$ cat config.mk
export PLATFORM = sky130hd
export DESIGN_NAME = cvp_bcd_accumulator
export DESIGN_NICKNAME = d
export VERILOG_FILES = /design/src/rtl/cvp_bcd_accumulator.sv
export SDC_FILE = /design/constraint.sdc
export NUM_CORES = 1
export LEC_CHECK = 0
export ABC_AREA = 1
export CAP_MARGIN = 20
export CORE_ASPECT_RATIO = 1.1
export CORE_UTILIZATION = 47
export DETAILED_ROUTE_END_ITERATION = 12
export DONT_BUFFER_PORTS = 1
export PLACE_DENSITY_LB_ADDON = 0.15
export SYNTH_ARGS = -nofsm -noshare
export SYNTH_HDL_FRONTEND = slang
export SYNTH_SLANG_ARGS = --single-unit
$ cat constraint.sdc
create_clock -name iClk -period 5 [get_ports iClk]
set_input_delay 0.75 -clock iClk [delete_from_list [all_inputs] [get_ports iClk]]
set_output_delay 0.75 -clock iClk [all_outputs]
set_load 0.01 [all_outputs]
$ cat src/rtl/cvp_bcd_accumulator.sv
// cvp_bcd_accumulator: iterative N-digit BCD to binary converter with peak hold.
// Optional macro CVP_BCD_CHECK_EN flags non-BCD digits and suppresses errored results.
module cvp_bcd_accumulator #(
    parameter int DIGITS = 3,
    parameter int OUT_W  = 10
) (
    input  logic                  iClk,
    input  logic                  iReset,
    input  logic                  iCle,
    input  logic                  iPeakClr,
    input  logic [4*DIGITS-1:0]   ivDigits,
    output logic [OUT_W-1:0]      ovValue,
    output logic [OUT_W-1:0]      ovPeak,
    output logic                  oValid,
    output logic                  oBusy,
    output logic                  oSat,
    output logic                  oBcdErr
);
    localparam int CW = $clog2(DIGITS + 1);
    localparam logic [OUT_W+3:0] MAX = {4'b0, {OUT_W{1'b1}}};
    localparam logic [OUT_W+3:0] TEN = (OUT_W + 4)'(10);
    typedef enum logic {IDLE, CONV} state_t;
    state_t state_q, state_d;
    logic [4*DIGITS-1:0] sr_q, sr_d;
    logic [OUT_W-1:0] acc_q, acc_d, value_q, value_d, peak_q, peak_d, res;
    logic [CW-1:0] cnt_q, cnt_d;
    logic sat_q, sat_d, err_q, err_d, valid_q, valid_d, osat_q, osat_d, oerr_q, oerr_d;
    logic [3:0] msd;
    logic [OUT_W+3:0] wide;
    logic step_sat, step_err, last, err_f, good;
    always_comb begin
        msd = sr_q[4*DIGITS-1 -: 4];
        wide = {4'b0, acc_q} * TEN + (OUT_W + 4)'(msd);
        step_sat = wide > MAX;
`ifdef CVP_BCD_CHECK_EN
        step_err = msd > 4'd9;
`else
        step_err = 1'b0;
`endif
        res = step_sat ? {OUT_W{1'b1}} : wide[OUT_W-1:0];
        last = (state_q == CONV) && (cnt_q == CW'(1));
        err_f = err_q | step_err;
        good = last && !err_f;
        state_d = state_q;
        sr_d = sr_q;
        acc_d = acc_q;
        cnt_d = cnt_q;
        sat_d = sat_q;
        err_d = err_q;
        value_d = value_q;
        osat_d = osat_q;
        oerr_d = oerr_q;
        valid_d = 1'b0;
        if (state_q == IDLE && iCle) begin
            sr_d = ivDigits;
            acc_d = '0;
            sat_d = 1'b0;
            err_d = 1'b0;
            cnt_d = CW'(DIGITS);
            state_d = CONV;
        end else if (state_q == CONV) begin
            acc_d = res;
            sat_d = sat_q | step_sat;
            err_d = err_f;
            sr_d = sr_q << 4;
            cnt_d = cnt_q - CW'(1);
            if (last) begin
                state_d = IDLE;
                valid_d = 1'b1;
                value_d = err_f ? '0 : res;
                osat_d = sat_d;
                oerr_d = err_f;
            end
        end
        // A coincident clear restarts the peak from this result (or zero if none)
        peak_d = iPeakClr ? (good ? res : '0) : ((good && res > peak_q) ? res : peak_q);
    end
    always_ff @(posedge iClk) begin
        if (iReset) begin
            state_q <= IDLE;
            sr_q <= '0;
            acc_q <= '0;
            cnt_q <= '0;
            sat_q <= 1'b0;
            err_q <= 1'b0;
            value_q <= '0;
            peak_q <= '0;
            valid_q <= 1'b0;
            osat_q <= 1'b0;
            oerr_q <= 1'b0;
        end else begin
            state_q <= state_d;
            sr_q <= sr_d;
            acc_q <= acc_d;
            cnt_q <= cnt_d;
            sat_q <= sat_d;
            err_q <= err_d;
            value_q <= value_d;
            peak_q <= peak_d;
            valid_q <= valid_d;
            osat_q <= osat_d;
            oerr_q <= oerr_d;
        end
    end
    assign ovValue = value_q;
    assign ovPeak = peak_q;
    assign oValid = valid_q;
    assign oBusy = (state_q == CONV);
    assign oSat = osat_q;
    assign oBcdErr = oerr_q;
endmodule

==> impl_metrics.tcl, run 1 <==
set metrics [dict create \
    vdd_drop_max_v 0.000168 \
    rows 31 \
    crit_required_ns 5.24 \
    fmax_mhz 226 \
    power.density_nw_per_um2 312 \
    max_slew_margin 0.503 \
    ys_ff_latch 48 \
    syn_nets 512 \
    finalClockSkew_ns 0.00795 \
    clk_pin_slew_ns 0.10 \
    wl_per_cell_um 12.5 \
    vias 2733 \
    post_cts_buffers 0 \
    fin_util 0.517 \
    cts_buffer_depth 2 \
    setup_viol 0 \
    fin_tns_setup_ns 0 \
    cts_made_buffers 5 \
    placed_cell_area_um2 3310 \
    cts_root_buf "clkbuf_8" \
    period_needed_ns 4.42 \
    place.gp.congestion 0.844 \
    swShare 0.331 \
    p_sw_mw 0.356 \
    cts_tree "built" \
    synth_seq_area_share 0.294 \
    io_buffer_count 0 \
    die-width_um 81.5 \
    track_usage 0.199 \
    crit_path_end_kind "flip-flop" \
    start_util 0.490 \
    synth_area_um2 3270 \
    cts_sinks 48 \
    antenna_found_initial 0 \
    wl_mm 6.80 \
    grt_pass1_wl_mm 11.1 \
    design_area_um2 3450 \
    finalHoldViolations 0 \
    worst_pin_slew_ns 0.742 \
    clk_latency_ns 0.31 \
    outcome "finished, final reports clean" \
    power_frac_clock 0.316 \
    dp_hpwl_mm 5.40 \
    ant_nets 0 \
    areaGrowthSynthToFinish_pct 5.51 \
    synth_area_per_cell_um2 7.05 \
    cts-htree-levels 2 \
    dieArea_um2 7290 \
    cap_viol_max_count 0 \
    hold_path_class "reg2reg" \
    grt_pass1_vias 2493 \
    p_int_mw 0.721 \
    pin_count 40 \
    whs_ns 0.462 \
    slew_violations 0 \
    drc 0 \
    crit_path_start_kind "flip-flop" \
    coreArea_um2 6670 \
    rsz0062_at_grt "false" \
    p_leak_nw 1.70 \
    drtPass1Iterations 4 \
    diodes 0 \
    via_per_inst 5.01 \
    synth.distinct_cells 33 \
    finalCritPeriodShare 0.884 \
    criticalPathCategory "reg2reg" \
    synth_warnings 0 \
    die_y_um 89.5 \
    layout-drive-gt1-share 0.110 \
    hold_buffers 0 \
    path_max_fanout 10 \
    grt_start_max_net_pins 21 \
    drt_iter0_markers 74 \
    seqPwrFrac 0.398 \
    syn_inst 464 \
    nets 510 \
    arrival_ns 4.65 \
    overflow 0 \
    combPwrFrac 0.286 \
]
-- worst paths after layout --
path / startpoint / endpoint / slack (ns) / depth (start not counted)
worst min register to register: sr_q[0]$_SDFFE_PP0P_ / sr_q[0]$_SDFFE_PP0P_ / 0.46 / 2
worst max register to register: acc_q[1]$_SDFFE_PP0P_ / ovPeak[3]$_SDFFE_PP0P_ / 0.58 / 24
worst max-delay path: acc_q[1]$_SDFFE_PP0P_ / ovPeak[3]$_SDFFE_PP0P_ / 0.58 / 24
worst min-delay path: sr_q[0]$_SDFFE_PP0P_ / sr_q[0]$_SDFFE_PP0P_ / 0.46 / 2
-- state kept, by name, summed over array words and instances (netlist names) --
name,flops
cnt_q,2
oBusy,1
sr_q,12
sat_q,1
oSat,1
ovValue,10
ovPeak,10
oValid,1
acc_q,10
-- layout make-up --
type,instances,area [µm²]
Timing Repair Buffer,4,30.0
Clock buffer,5,68.8
Clock inverter,3,68.8
Tap cell,82,103
Sequential cell,48,961
Multi-Input combinational cell,330,1940
Fill cell,686,3220
Inverter,73,274
-- worst max-delay path: stages, from the launching register on --
cell and delay [ns]:
dfxtp_1 0.36, ha_1 0.30, ha_1 0.18, inv_1 0.07
fa_1 0.41, inv_1 0.11, nand2_2 0.07, nand2_2 0.10
nand4_1 0.13, nand3_1 0.10, nand2_1 0.09, nand2_1 0.07
nor2_1 0.05, nor2_2 0.26, buf_4 0.31, nand4_4 0.16
ha_1 0.31, nand2_1 0.04, nor2_1 0.16, nand4_1 0.14
o211ai_1 0.24, a21oi_1 0.11, nor2_2 0.34, nand2_1 0.11
a21oi_1 0.14
-- synthesized netlist by cell type, drive strengths merged --
cell type,count,area share
inv,72,0.083
fa,2,0.012
nand3b,1,0.0023
clkinv,1,0.0011
o21ai,13,0.020
nor2,41,0.058
nor3,1,0.0015
clkbuf,9,0.010
o211ai,6,0.014
conb,1,0.0011
a21oi,28,0.044
nand4,13,0.066
nand2,157,0.19
ha,30,0.11
nand3,28,0.051
xor2,2,0.0054
o221ai,1,0.0027
dfxtp,48,0.29
xnor2,2,0.0054
a211oi,2,0.0046
or2,1,0.0027
buf,4,0.018
a31oi,1,0.0019
-- metal layers --
metal | track usage | part of all wire | routed length [µm] | vias to the layer above
li1 | - | - | - | 1469
met1 | 0.242 | 0.47 | 3230 | 1216
met2 | 0.348 | 0.48 | 3280 | 42
met3 | 0.0439 | 0.032 | 220 | 6
met4 | 0.0601 | 0.012 | 79 | 0
met5 | 0 | 0 | 0 | -
-- stage by stage --
step           power (mW)  setup slack, ns  std cells
5_1_grt              1.15           0.0305        545
3_3_place_gp        0.743            0.580        537
4_1_cts              1.09            0.367        545
6_report             1.08            0.581        545
2_1_floorplan       0.692             1.11        464
3_5_place_dp        0.748            0.422        537
-- power by group through the flow --
stage / Clock (mW) / Sequential, mW / Combinational (mW)
finish: 0.340 / 0.428 / 0.308
detailed placement: 0 / 0.438 / 0.310
floorplan: 0 / 0.428 / 0.263
global placement: 0 / 0.438 / 0.305
global route: 0.364 / 0.432 / 0.353
CTS: 0.347 / 0.429 / 0.311
-- what timing repair did --
| action | CTS | global route |
|---|---|---|
| gates resized for setup | 0 | 1 |
| endpoints found under the setup margin | 0 | 10 |
| endpoints found under the hold margin | 0 | 0 |
-- logic make-up (layout without fill, tap and decap cells) --
kind of cell | Yosys count | count (layout) | share of synthesized area
AOI/OAI and AO/OA | 51 | 51 | 0.0869
other | 1 | 1 | 0.00115
buffers and inverters | 86 | 85 | 0.112
DFF | 48 | 48 | 0.294
xor gates and xnor gates | 4 | 4 | 0.0107
adders and majority gates | 32 | 32 | 0.127
and+or+nand+nor | 242 | 242 | 0.368
-- layout by cell type (no fill, tap or decap), types with 5 or more instances in the layout --
cell	instances
ha_1	30
nand2_2	9
nand4_4	9
inv_2	5
nand3_1	23
a21oi_1	27
clkbuf_8	5
nand2_1	148
nor2_2	6
o21ai_1	9
nand3_2	5
inv_1	67
nor2_1	32
dfxtp_1	48
o211ai_1	6
No activity file was read; power rests on OpenSTA's default activity.
==> inputs of run 2 (changes only) <==
--- a/config.mk
+++ b/config.mk
@@ -8,6 +8,7 @@
 export ABC_AREA = 1
 export CAP_MARGIN = 20
 export CORE_ASPECT_RATIO = 1.1
+export CORE_MARGIN = 1
 export CORE_UTILIZATION = 47
 export DETAILED_ROUTE_END_ITERATION = 12
 export DONT_BUFFER_PORTS = 1
==> results of run 2 <==
Same layout as run 1: the final DEF is identical, and so are final timing and power.
==> inputs of run 3 (changes only) <==
--- a/config.mk
+++ b/config.mk
@@ -7,9 +7,11 @@
 export LEC_CHECK = 0
 export ABC_AREA = 1
 export CAP_MARGIN = 20
+export CELL_PAD_IN_SITES_DETAIL_PLACEMENT = 0
+export CELL_PAD_IN_SITES_GLOBAL_PLACEMENT = 1
 export CORE_ASPECT_RATIO = 1.1
 export CORE_MARGIN = 1
-export CORE_UTILIZATION = 47
+export CORE_UTILIZATION = 46
 export DETAILED_ROUTE_END_ITERATION = 12
 export DONT_BUFFER_PORTS = 1
 export PLACE_DENSITY_LB_ADDON = 0.15
==> run 3 against run 2 <==
Compared with the run above: sequential share of layout area up 0.36 points; highest routed layer unchanged; clock power shrank 30%; hold slack worse by 0.00080 ns; sequential power hardly changed; critical endpoint is now ovPeak[2]$_SDFFE_PP0P_; wire length increased by 6.0%.
==> impl_metrics.tcl, run 3 (synthesis results as in run 1) <==
set metrics [dict create \
    outcome "finished, final reports clean" \
    largest_reg_flops 12 \
    dp.cells 537 \
    rows 31 \
    grt_pass1_wl_mm 12.7 \
    hold_path_class "reg2reg" \
    cts_buffer_depth 2 \
    layout_commonest_cell "nand2_1" \
    worst_pin_slew_ns 0.784 \
    crit_path_start_kind "flip-flop" \
    antenna_found_initial 0 \
    p_leak_nw 1.67 \
    wl_mm 7.21 \
    crit_required_ns 5.24 \
    rsz0062_at_grt "false" \
    clk_pin_slew_ns 0.09 \
    via_per_inst 5.08 \
    crit_path_end_kind "flip-flop" \
    finalHoldViolations 0 \
    cts_made_buffers 5 \
    grt_pass1_vias 2686 \
    ant_nets 0 \
    arrival_ns 4.61 \
    cts_tree "built" \
    diodes 0 \
    coreArea_um2 6710 \
    die-width_um 82.4 \
    vdd_drop_max_v 0.000172 \
    drtPass1Iterations 6 \
    post_cts_buffers 0 \
    path_max_fanout 10 \
    hold_buffers 0 \
    top_register "sr_q" \
    cts_sinks 48 \
    nets 510 \
    drt_iter0_markers 58 \
    power.density_nw_per_um2 290 \
    layout-drive-gt1-share 0.108 \
    vias 2770 \
    areaGrowthSynthToFinish_pct 4.17 \
    drc 0 \
    stdcell_count 545 \
    setup_viol 0 \
    gr-max-usage-layer "met2" \
    period_needed_ns 4.37 \
    max_slew_margin 0.477 \
    pin_count 40 \
    finalCritPeriodShare 0.874 \
    dp_hpwl_mm 5.78 \
    fin_tns_setup_ns 0 \
    die_y_um 90.4 \
    io_buffer_count 0 \
    use_met3 0.0455 \
    fmax_mhz 229 \
    overflow 0 \
    criticalPathCategory "reg2reg" \
    cts-htree-levels 2 \
    slew_violations 0 \
    cap_viol_max_count 0 \
    grt_start_max_net_pins 21 \
    dieArea_um2 7450 \
    met2_usage 0.361 \
    wl_per_cell_um 13.2 \
    cts_root_buf "clkbuf_8" \
    start_util 0.487 \
    track_usage 0.221 \
    reg2reg_slack_ns 0.63 \
    clk_latency_ns 0.30 \
    mostFrequentLayoutCells "148 x nand2_1, 67 x inv_1, 48 x dfxtp_1, 32 x nor2_1, 30 x ha_1" \
    grt_use_met1 0.281 \
    finalClockSkew_ns 0.00655 \
    place.gp.congestion 0.841 \
]
==> run 3: layout make-up <==
type | instances | area, µm²
Fill cell | 717 | 3300
Multi-Input combinational cell | 330 | 1940
Sequential cell | 48 | 961
Inverter | 73 | 274
Tap cell | 82 | 103
Clock buffer | 7 | 86.3
Timing Repair Buffer | 4 | 30.0
Clock inverter | 1 | 7.51
==> run 3: timing repair <==
item / in CTS / in global routing
resized for setup: 0 / 1
hold endpoints to repair: 0 / 0
setup endpoints to repair: 0 / 10
==> run 3: final timing paths <==
path,start,to,cells after the start
worst min-delay path,sr_q[3]$_SDFFE_PP0P_,sr_q[3]$_SDFFE_PP0P_,2
worst min register to register,sr_q[3]$_SDFFE_PP0P_,sr_q[3]$_SDFFE_PP0P_,2
worst max register to register,acc_q[1]$_SDFFE_PP0P_,ovPeak[2]$_SDFFE_PP0P_,24
worst max-delay path,acc_q[1]$_SDFFE_PP0P_,ovPeak[2]$_SDFFE_PP0P_,24
==> run 3: per-stage QoR <==
| stage | area [µm²] | utilization | hold WS, ns | worst slack, ns | total power [mW] |
|---|---|---|---|---|---|
| 5_1_grt | 3410 | 0.508 | 0.482 | 0.118 | 1.06 |
| 2_1_floorplan | 3270 | - | 0.435 | 1.11 | 0.692 |
| 3_5_place_dp | 3310 | 0.493 | 0.450 | 0.469 | 0.759 |
| 3_3_place_gp | 3310 | 0.493 | 0.444 | 0.557 | 0.755 |
| 6_report | 3410 | 0.508 | 0.462 | 0.629 | 0.986 |
| 4_1_cts | 3400 | 0.507 | 0.464 | 0.432 | 0.998 |
==> run 3: critical path, cell delays in order, from the launching register on <==
cell	delay (ns)
dfxtp_1	0.41
ha_1	0.26
ha_1	0.23
inv_1	0.08
fa_1	0.47
nor2_2	0.15
nand3_1	0.10
nand2_1	0.08
nand2_2	0.07
nor2_4	0.12
nand3_1	0.08
nand2_1	0.06
nand2_1	0.09
nor2_4	0.21
buf_4	0.26
nand4_4	0.15
ha_1	0.33
nand2_1	0.06
inv_1	0.06
nand4_1	0.11
o211ai_1	0.25
a21oi_1	0.11
nor2_2	0.33
nand2_1	0.11
a21oi_1	0.13
==> run 3: layer usage <==
metal / vias up / wire length [µm]
met5: - / 0
met4: 0 / 168
met3: 14 / 238
met2: 51 / 3530
met1: 1235 / 3270
li1: 1470 / -
==> run 3: power breakdown <==
group,internal (mW),switching [mW]
Combinational,0.116,0.204
Sequential,0.404,0.0240
Clock,0.112,0.125
Total,0.633,0.353
